<file path="config.mk">
export PLATFORM = sky130hd
export DESIGN_NAME = multicycle_sequencer
export DESIGN_NICKNAME = d
export VERILOG_FILES = /design/src/rtl/multicycle_sequencer.sv
export SDC_FILE = /design/constraint.sdc
export NUM_CORES = 1
export LEC_CHECK = 0
export CAP_MARGIN = 20
export CORE_AREA = 2 2 49 86
export DETAILED_ROUTE_END_ITERATION = 8
export DIE_AREA = 0 0 51 88
export PLACE_DENSITY = 0.85
export SLEW_MARGIN = 20
export SYNTH_ARGS = -nofsm -noshare
export SYNTH_HDL_FRONTEND = slang
export SYNTH_SLANG_ARGS = --single-unit
export TNS_END_PERCENT = 10
</file>
<file path="constraint.sdc">
create_clock -name clk -period 2.13 [get_ports clk]
set_input_delay 0.426 -clock clk [delete_from_list [all_inputs] [get_ports clk]]
set_output_delay 0.426 -clock clk [all_outputs]
set_load 0.02 [all_outputs]
</file>
<file path="src/rtl/multicycle_sequencer.sv">
// Multicycle CPU control sequencer: FETCH/DECODE/EXEC/MEM/WB FSM with registered control
// strobes, an illegal-opcode pulse and a retired-instruction counter.
module multicycle_sequencer (
  input  logic        clk,
  input  logic        rst_n,
  input  logic [5:0]  opcode,
  input  logic [5:0]  func,
  input  logic        zero,
  input  logic        memReady,
  output logic        pcWrite,
  output logic        irWrite,
  output logic        memRead,
  output logic        memWrite,
  output logic        regWrite,
  output logic        regDst,
  output logic        memToReg,
  output logic        aluSrc,
  output logic [2:0]  aluOp,
  output logic [1:0]  pcSrc,
  output logic [2:0]  state,
  output logic        illegal,
  output logic [15:0] retired
);

  typedef enum logic [2:0] {
    StFetch  = 3'b000,
    StDecode = 3'b001,
    StExec   = 3'b010,
    StMem    = 3'b011,
    StWb     = 3'b100
  } state_e;

  typedef enum logic [2:0] {ClsR, ClsAddi, ClsLw, ClsSw, ClsBeq, ClsJ} cls_e;

  localparam logic [2:0] AluNop = 3'b000;
  localparam logic [2:0] AluAdd = 3'b001;
  localparam logic [2:0] AluSub = 3'b010;
  localparam logic [2:0] AluAnd = 3'b011;
  localparam logic [2:0] AluOr  = 3'b100;
  localparam logic [2:0] AluXor = 3'b101;
  localparam logic [2:0] AluJmp = 3'b111;

  state_e      state_q, state_d;
  cls_e        cls_q, cls_d, dec_cls;
  logic        dec_legal;
  logic [2:0]  func_op;
  logic [15:0] retired_q, retired_d;

  logic        fetch_q, fetch_d, beq_q, beq_d, jmp_q, jmp_d;
  logic        mem_rd_q, mem_rd_d, mem_wr_q, mem_wr_d, reg_wr_q, reg_wr_d;
  logic        reg_dst_q, reg_dst_d, mem_to_reg_q, mem_to_reg_d, alu_src_q, alu_src_d;
  logic [2:0]  alu_op_q, alu_op_d;
  logic [1:0]  pc_src_q, pc_src_d;

  always_comb begin
    dec_legal = 1'b1;
    dec_cls   = ClsR;
    unique casez (opcode)
      6'b000000: dec_cls = ClsR;
      6'b00100?: dec_cls = ClsAddi;
      6'b100011: dec_cls = ClsLw;
      6'b101011: dec_cls = ClsSw;
      6'b000100: dec_cls = ClsBeq;
      6'b000010: dec_cls = ClsJ;
      default:   dec_legal = 1'b0;
    endcase
  end

  always_comb begin
    func_op = AluNop;
    casez (func)
      6'b10000?: func_op = AluAdd;
      6'b10001?: func_op = AluSub;
      6'b100100: func_op = AluAnd;
      6'b100101: func_op = AluOr;
      6'b100110: func_op = AluXor;
      default:   func_op = AluNop;
    endcase
  end

  always_comb begin
    state_d   = state_q;
    cls_d     = cls_q;
    retired_d = retired_q;
    unique case (state_q)
      // A fetch handshake only counts once the read request is actually on the bus.
      StFetch: if (fetch_q && memReady) state_d = StDecode;
      StDecode: begin
        if (dec_legal) begin
          state_d = StExec;
          cls_d   = dec_cls;
        end else begin
          state_d = StFetch;
        end
      end
      StExec: begin
        unique case (cls_q)
          ClsLw, ClsSw: state_d = StMem;
          ClsBeq, ClsJ: begin
            state_d   = StFetch;
            retired_d = retired_q + 16'd1;
          end
          default: state_d = StWb;
        endcase
      end
      StMem: begin
        if (memReady) begin
          if (cls_q == ClsSw) begin
            state_d   = StFetch;
            retired_d = retired_q + 16'd1;
          end else begin
            state_d = StWb;
          end
        end
      end
      StWb: begin
        state_d   = StFetch;
        retired_d = retired_q + 16'd1;
      end
      default: state_d = StFetch;
    endcase
  end

  // Control strobes are decoded from the next state so they are valid from a flop output
  // for the whole cycle the FSM spends in that state.
  always_comb begin
    fetch_d      = 1'b0;
    beq_d        = 1'b0;
    jmp_d        = 1'b0;
    mem_rd_d     = 1'b0;
    mem_wr_d     = 1'b0;
    reg_wr_d     = 1'b0;
    reg_dst_d    = 1'b0;
    mem_to_reg_d = 1'b0;
    alu_src_d    = 1'b0;
    alu_op_d     = AluNop;
    pc_src_d     = 2'b00;
    unique case (state_d)
      StFetch: begin
        fetch_d  = 1'b1;
        mem_rd_d = 1'b1;
      end
      StExec: begin
        unique case (cls_d)
          ClsR: begin
            reg_dst_d = 1'b1;
            alu_op_d  = func_op;
          end
          ClsAddi, ClsLw, ClsSw: begin
            alu_src_d = 1'b1;
            alu_op_d  = AluAdd;
          end
          ClsBeq: begin
            alu_op_d = AluSub;
            pc_src_d = 2'b01;
            beq_d    = 1'b1;
          end
          ClsJ: begin
            alu_op_d = AluJmp;
            pc_src_d = 2'b10;
            jmp_d    = 1'b1;
          end
          default: ;
        endcase
      end
      StMem: begin
        mem_rd_d = (cls_d == ClsLw);
        mem_wr_d = (cls_d == ClsSw);
      end
      StWb: begin
        reg_wr_d     = 1'b1;
        mem_to_reg_d = (cls_d == ClsLw);
      end
      default: ;
    endcase
  end

  always_ff @(posedge clk or negedge rst_n) begin
    if (!rst_n) begin
      state_q      <= StFetch;
      cls_q        <= ClsR;
      retired_q    <= 16'd0;
      fetch_q      <= 1'b0;
      beq_q        <= 1'b0;
      jmp_q        <= 1'b0;
      mem_rd_q     <= 1'b0;
      mem_wr_q     <= 1'b0;
      reg_wr_q     <= 1'b0;
      reg_dst_q    <= 1'b0;
      mem_to_reg_q <= 1'b0;
      alu_src_q    <= 1'b0;
      alu_op_q     <= AluNop;
      pc_src_q     <= 2'b00;
    end else begin
      state_q      <= state_d;
      cls_q        <= cls_d;
      retired_q    <= retired_d;
      fetch_q      <= fetch_d;
      beq_q        <= beq_d;
      jmp_q        <= jmp_d;
      mem_rd_q     <= mem_rd_d;
      mem_wr_q     <= mem_wr_d;
      reg_wr_q     <= reg_wr_d;
      reg_dst_q    <= reg_dst_d;
      mem_to_reg_q <= mem_to_reg_d;
      alu_src_q    <= alu_src_d;
      alu_op_q     <= alu_op_d;
      pc_src_q     <= pc_src_d;
    end
  end

  // Handshake- and flag-qualified writes: registered enables gated by the live acknowledge.
  assign irWrite  = fetch_q & memReady;
  assign pcWrite  = (fetch_q & memReady) | (beq_q & zero) | jmp_q;
  assign memRead  = mem_rd_q;
  assign memWrite = mem_wr_q;
  assign regWrite = reg_wr_q;
  assign regDst   = reg_dst_q;
  assign memToReg = mem_to_reg_q;
  assign aluSrc   = alu_src_q;
  assign aluOp    = alu_op_q;
  assign pcSrc    = pc_src_q;
  assign state    = state_q;
  assign illegal  = (state_q == StDecode) & ~dec_legal;
  assign retired  = retired_q;

endmodule

</file>
# ---- Word-level counts from Yosys, hierarchy flattened
# Index checks and enable logic that the tools add are counted.
dict set report word_totals {
  output_inout_bits 33
  regBits 36
  elab_cells 93
}
dict set report classes {
  eq_ne 29
  n_bitwise 6
  n_mux 32
  reduce_logical 11
  n_addsub 1
}
# cell count
set ops {}
lappend ops {{$mux W16} 3}
lappend ops {{$pmux W16 S3} 1}
lappend ops {{$eq A6 B6 Y1 const B} 5}
lappend ops {{$pmux W3 S5} 2}
lappend ops {{$eq A3 B2 Y1 const B} 8}
lappend ops {{$pmux W3 S4} 2}
lappend ops {{$eq A3 B3 Y1 const B} 6}
lappend ops {{$mux W3} 6}
lappend ops {{$add A16 B1 Y16 const B} 1}
lappend ops {{$mux W1} 13}
lappend ops {{$eq A5 B5 Y1 const B} 2}
lappend ops {{$logic_not A3 Y1} 3}
lappend ops {{$eq A3 B1 Y1 const B} 2}
lappend ops {{$eq A6 B2 Y1 const B} 1}
lappend ops {{$eq A6 B3 Y1 const B} 1}
lappend ops {{$logic_not A6 Y1} 1}
lappend ops {{$ne A2 B2 Y1 const B} 3}
lappend ops {{$pmux W3 S2} 1}
lappend ops {{$reduce_or A6 Y1} 1}
lappend ops {{$eq A5 B3 Y1 const B} 1}
lappend ops {{$mux W2} 2}
lappend ops {{$pmux W2 S2} 1}
lappend ops {{$reduce_and A4 Y1} 1}
lappend ops {{$reduce_or A2 Y1} 2}
lappend ops {{7 further kinds} 10}

# ---- Longest topological paths before layout
# Gate-level depths: netlist of run 1.
dict set report logic_depth {
  ltp_word 9
  ltp_mapped 6
  ltp_nobuf 5
}

# ---- Worst setup path before layout of run 1
# OpenSTA, ideal clock, no wires.
dict set report synth_path {
  kind {input port to output port}
  start {input port opcode[1]}
  end {output port illegal}
  arrival_ns 1.768
  slack_ns -0.064
  cell_stages 5
  required_time_ns 1.704
  path_cell_list {buf_6 > and4b_4 > nor3_1 > nor2_1 > nor4b_1}
}
dict set report synth_via {
  elab_chain_len 5
}
# element line
set synth_lines {}
lappend synth_lines {{from (decl)} 6} ;# input logic [5:0] opcode,
lappend synth_lines {{$eq A6 B2 Y1, or another cell as far along} 58} ;# unique casez (opcode)
lappend synth_lines {{$reduce_or A6 Y1 (no line) (*)} -}
lappend synth_lines {{$mux W1 (*)} 58}
lappend synth_lines {{$not A1 Y1 (*)} 224} ;# assign illegal = (state_q == StDecode) & ~dec_legal;
lappend synth_lines {{$and A1 B1 Y1 (*)} 224}
lappend synth_lines {{to (decl)} 21} ;# output logic illegal,
# Every way passes the cells marked *; elsewhere a longest branch is shown, timed or not.

# ---- Worst setup path in the final report of run 1
dict set report layout_path {
  start {input port opcode[5]}
  end {output port illegal}
}
# The elaborated chain is that of the path after synthesis.

==> flow_metrics.tcl, run 1 <==
set metrics [dict create \
    totalWireLength_um 3790 \
    rsz0062_at_grt "yes" \
    routabilityCongestion 0.802 \
    overflow 0 \
    cts_max_level 2 \
    timing.fmax_ghz 0.485 \
    hp-start "retired[15]$_DFFE_PN0P_" \
    crit_buf_inv 2 \
    critical-path-top-delay-family "simple AND/OR/NAND/NOR gates" \
    drv_cap 0 \
    avgSynthCellArea_um2 11.2 \
    critPathMaxFanout 4 \
    crit_slowest_cell "dlygate4sd2_1" \
    cts_buffers 5 \
    r2r_cells 4 \
    fin_crit_sh 0.968 \
    slew_viol_final 0 \
    antenna_found_initial 0 \
    synth.area.top_cells "dfrtp_1 (52%), xnor2_1 (6.6%), nand2_1 (4.1%)" \
    vias 1434 \
    path_class "input pin to output pin" \
    clkLatencyLatePin_ns 0.29 \
    cts.clk_slew.worst_paths_ns 0.06 \
    viasPerCell 5.16 \
    synth_top_area_cell "dfrtp_1" \
    clkSinkCount 36 \
    synth_cell_type_count 41 \
    dieArea_mm2 0.00449 \
    fin_util 0.667 \
    async_flop_share 1.00 \
    root_buffer "clkbuf_8" \
    cp.required_ns 1.70 \
    status "finished, final reports clean" \
    tightest_slew_ns 0.425 \
    nets 247 \
    grt_pass1_vias 1447 \
    finalSetupViolCount 0 \
    ys_warn_count 0 \
    num_rows 30 \
    start_kind "input pin" \
    antenna_cells 0 \
    yosys.cell_count.top_type "dfrtp_1" \
    ys_seq_area_frac 0.520 \
    finalCriticalPeriod_ns 2.06 \
    synth_area_mm2 0.00173 \
    pin_count 49 \
    route.detailed.drc 0 \
    ant_nets 0 \
    ys.flop_type "dfrtp_1" \
    synth_commonest_cells "dfrtp_1 (36), nand2_1 (19), xnor2_1 (13)" \
    ys_ff_latch 36 \
    r2r-end "aluOp[2]$_DFF_PN0_" \
    grt_usage 0.189 \
    start_util 0.457 \
    max_stage_delay_ns 0.32 \
    worstPathCellList "dlygate4sd2_1 > and4b_4 > nor3_4 > nor2_1 > nor4b_2 > buf_4" \
    crit_arrival_ns 1.64 \
    drive_above_1_share 0.191 \
    synth_edf_count 0 \
    drtIter0Drc 21 \
    first_pass_iters 4 \
    min_to "retired[15]$_DFFE_PN0P_" \
    cts_buffer_depth 2 \
    die_w_um 51 \
    syn_inst 155 \
    syn-num-nets 172 \
    hold_violations 0 \
    powerDensity_mw_per_mm2 769 \
    core-area_mm2 0.00379 \
    io_buffer_count 48 \
    cts_tree "yes" \
    place_hpwl_um 2870 \
    die_y_um 88 \
    skew_ns 0.00575 \
    slew_headroom 0.717 \
    power.leakage_uw 0.00115 \
    grt_pass1_wl_um 6230 \
    post_drt_wl_per_cell_um 13.6 \
    grt_max_degree 37 \
    postCtsHoldBufs 0 \
    area_growth_pct 46.0 \
    setup_tns_ns 0 \
    worst_slack_ns 0.0689 \
    ir_worst_vdd_v 0.000501 \
    holdPathStages 1 \
    synth_top_area_frac 0.520 \
    r2r-start "state[1]$_DFF_PN0_" \
    hold_path_class "flip-flop to flip-flop" \
    worst-r2r-setup-slack_ns 0.29 \
    place_ws_ns -0.811 \
    crit_path_end_kind "output pin" \
]
-- per-layer routing --
layer,wire (um),global-route usage
met1,1310,0.171
met2,2190,0.368
met3,143,0.0358
met4,140,0.115
met5,0,0
-- worst max-delay path by stage --
stage | startpoint | end | depth (start not counted)
floorplan | opcode[1] | illegal | 5
global placement | opcode[1] | illegal | 6
detailed placement | opcode[1] | illegal | 6
CTS | memReady | irWrite | 4
global route | opcode[2] | illegal | 7
finish | opcode[5] | illegal | 6
-- flip-flops by register name, indices dropped and copies added (netlist names) --
| name | count |
|---|---|
| retired | 16 |
| beq_q | 1 |
| memWrite | 1 |
| memToReg | 1 |
| regDst | 1 |
| jmp_q | 1 |
| fetch_q | 1 |
| memRead | 1 |
| state | 3 |
| cls_q | 3 |
| regWrite | 1 |
| aluOp | 3 |
| pcSrc | 2 |
| aluSrc | 1 |
-- worst reg2reg max path: cells and delay by family (launching register included) --
kind,cells,cell delay (ns)
AOI/OAI and AO/OA,2,0.41
and+or+nand+nor,2,0.84
DFF,1,0.49
-- stage by stage --
stage / instances / hold WS [ns] / instance area [um2] / total power [uW]
final: 278 / 0.481 / 2530 / 1950
after global routing: 278 / 0.511 / 2530 / 2050
after CTS: 278 / 0.489 / 2520 / 1970
after detailed placement: 269 / 0.476 / 2410 / 1520
after global placement: 269 / 0.461 / 2410 / 1500
after floorplan: 155 / 0.130 / 1740 / 1210
-- what timing repair did --
action / in CTS / in global routing
setup buffers: 2 / 0
pin swaps: 3 / 0
resized for setup: 17 / 2
setup endpoints to repair: 1 / 3
-- power breakdown --
part	total [uW]	leakage [uW]	switching, uW	internal [uW]
clock network	443	0.0000410	221	222
logic	629	0.000630	301	328
registers	875	0.000476	106	769
-- cell type report --
| cell class | count | area [um2] |
|---|---|---|
| Fill cell | 300 | 1260 |
| Sequential cell | 36 | 901 |
| Multi-Input combinational cell | 111 | 821 |
| Timing Repair Buffer | 70 | 648 |
| Clock buffer | 6 | 72.6 |
| Tap cell | 48 | 60.1 |
| Inverter | 6 | 22.5 |
| Clock inverter | 1 | 5.00 |
-- cell families after synthesis --
logic type / Yosys count / share of synthesized area
AOI/OAI and AO/OA: 22 / 0.120
xor gates and xnor gates: 18 / 0.0910
adders and majority gates: 1 / 0.00722
buffers and inverters: 8 / 0.0217
DFF: 36 / 0.520
muxes: 2 / 0.0130
and+or+nand+nor: 68 / 0.227
-- cells in the final DEF, fill, tap and decap left out, types with 2 or more instances in the layout --
cell	Yosys	final
nor3_1	4	3
nor3b_1	3	3
nor4b_4	1	2
xor2_1	5	5
inv_1	4	4
a21oi_2	2	2
clkdlybuf4s50_1	0	40
nor2_1	9	9
buf_4	0	22
xnor2_1	13	13
and4_1	2	2
nand4_1	5	5
inv_2	2	2
nand2_1	19	19
o21bai_1	2	2
o21ai_0	2	2
dfrtp_1	36	36
dlymetal6s2s_1	0	2
dlygate4sd2_1	0	4
and2_1	3	3
and3_1	4	4
nand3_1	8	8
nor2b_1	3	3
clkbuf_8	0	5
a21oi_1	7	7
No activity file was read; power rests on OpenSTA's default activity.
==> inputs of run 2 (changes only) <==
- GPL_TIMING_DRIVEN: unset -> 0
==> run 2 against run 1 <==
Against the previous run:
- global-route usage shrank 0.13 points
- clock skew is 0.0021 ns lower
- sequential share of layout area increased by 1.8 points
- worst hold slack lost 0.12 ns
- fmax is 1.6% higher
- clock-buffer cell count unchanged
- critical path depth is the same
- sequential power barely moved
==> flow_metrics.tcl, run 2 (synthesis gave the netlist of run 1 again) <==
set metrics [dict create \
    antenna_cells 0 \
    clkLatencyLatePin_ns 0.29 \
    tightest_slew_ns 0.389 \
    cts_max_level 2 \
    post_drt_wl_per_cell_um 13.9 \
    cts_buffer_depth 2 \
    p_total_uw 1950 \
    fin_crit_sh 0.953 \
    fin_util 0.636 \
    start_util 0.457 \
    crit_buf_inv 2 \
    area_growth_pct 39.1 \
    status "finished, final reports clean" \
    drtIter0Drc 14 \
    pin_count 49 \
    route.detailed.drc 0 \
    core-area_mm2 0.00379 \
    grt_usage 0.188 \
    vias 1353 \
    rsz0062_at_grt "no" \
    viasPerCell 5.16 \
    largest_reg_flops 16 \
    ant_nets 0 \
    skew_ns 0.00367 \
    io_buffer_count 47 \
    worstPathCellList "clkdlybuf4s15_2 > and4b_4 > nor3_4 > nor2_1 > nor4b_2 > buf_4" \
    final_common_cell "clkdlybuf4s50_1" \
    cts_tree "yes" \
    cts_buffers 5 \
    dieArea_mm2 0.00449 \
    overflow 0 \
    die_y_um 88 \
    num_rows 30 \
    power.leakage_uw 0.00106 \
    ir_worst_vdd_v 0.000530 \
    max_stage_delay_ns 0.28 \
    nets 230 \
    drive_above_1_share 0.140 \
    start_kind "input pin" \
    hold_violations 0 \
    critical-path-top-delay-family "simple AND/OR/NAND/NOR gates" \
    critPathMaxFanout 5 \
    path_class "input pin to output pin" \
    hold_path_class "input pin to flip-flop" \
    die_w_um 51 \
    crit_path_end_kind "output pin" \
    antenna_found_initial 0 \
    totalWireLength_um 3630 \
    first_pass_iters 4 \
    crit_arrival_ns 1.60 \
    powerDensity_mw_per_mm2 808 \
    grt_pass1_vias 1374 \
    finalCriticalPeriod_ns 2.03 \
    timing.fmax_ghz 0.493 \
    fill_cells 308 \
    layout_common_cells "clkdlybuf4s50_1 (39), dfrtp_1 (36), nand2_1 (19)" \
    slew_headroom 0.741 \
    cts.clk_slew.worst_paths_ns 0.07 \
    clkSinkCount 36 \
    cp.required_ns 1.70 \
    crit_slowest_cell "clkdlybuf4s15_2" \
    root_buffer "clkbuf_8" \
    place_hpwl_um 2830 \
    routabilityCongestion 0.776 \
    slew_viol_final 0 \
    finalSetupViolCount 0 \
    grt_pass1_wl_um 6160 \
    grt_max_degree 30 \
    drv_cap 0 \
]
==> run 2: changes by cell type in the layout (fill, tap and decap cells not counted) <==
cell,delta
dlygate4sd3_1,+1
clkbuf_8,+1
clkinv_2,+1
buf_12,+1
buf_2,+1
clkdlybuf4s50_1,-1
clkbuf_2,+1
dlymetal6s2s_1,-2
buf_4,-19
==> run 2: layout make-up <==
type,count,area [um2],share of cell area
Sequential cell,36,901,0.374
Multi-Input combinational cell,111,821,0.340
Timing Repair Buffer,51,499,0.207
Clock buffer,6,82.6,0.0343
Tap cell,48,60.1,0.0249
Inverter,6,22.5,0.00934
Buffer,2,15.0,0.00623
Clock inverter,2,10.0,0.00415
==> run 2: metal layers <==
layer  track usage  wire (um)  share of wire  vias up
met4         0.113        107          0.029        0
met5             0          0              0        -
met3        0.0375        160          0.044        6
met1         0.182       1310           0.36      647
met2         0.352       2060           0.57       44
li1              -          -              -      656
==> run 2: final timing paths <==
path                       slack (ns)               startpoint  cells past startpoint                      end
setup / recovery                 0.10                opcode[2]                      6                  illegal
hold / removal                   0.36                opcode[1]                      2          beq_q$_DFF_PN0_
setup reg to reg                 0.26       state[2]$_DFF_PN0_                      5  retired[15]$_DFFE_PN0P_
hold reg to reg                  0.48  retired[15]$_DFFE_PN0P_                      1  retired[15]$_DFFE_PN0P_
max in group asynchronous        1.21                    rst_n                      3   retired[6]$_DFFE_PN0P_
min in group asynchronous        0.52                    rst_n                      2       state[2]$_DFF_PN0_
==> run 2: power breakdown <==
part           switching [uW]  internal, uW
logic                     300           285
registers                 104           769
clock network             233           258
==> run 2: stage by stage <==
stage	setup TNS [ns]	cells	hold WS (ns)	area, um2	worst slack (ns)
6_report	0	262	0.362	2410	0.101
5_1_grt	0	262	0.367	2410	0.0193
4_1_cts	0	262	0.357	2410	0.0483
3_5_place_dp	-1.83	251	0.291	2280	-0.860
3_3_place_gp	-3.96	250	0.462	2270	-0.840
2_1_floorplan	0	155	0.130	1740	0.194
==> run 2: timing repair <==
action / CTS / global route
resized for setup: 17 / 2
pin swaps: 1 / 1
hold endpoints to repair: 7 / 0
hold buffers: 1 / 0
endpoints found under the setup margin: 3 / 1
setup buffers: 2 / 0
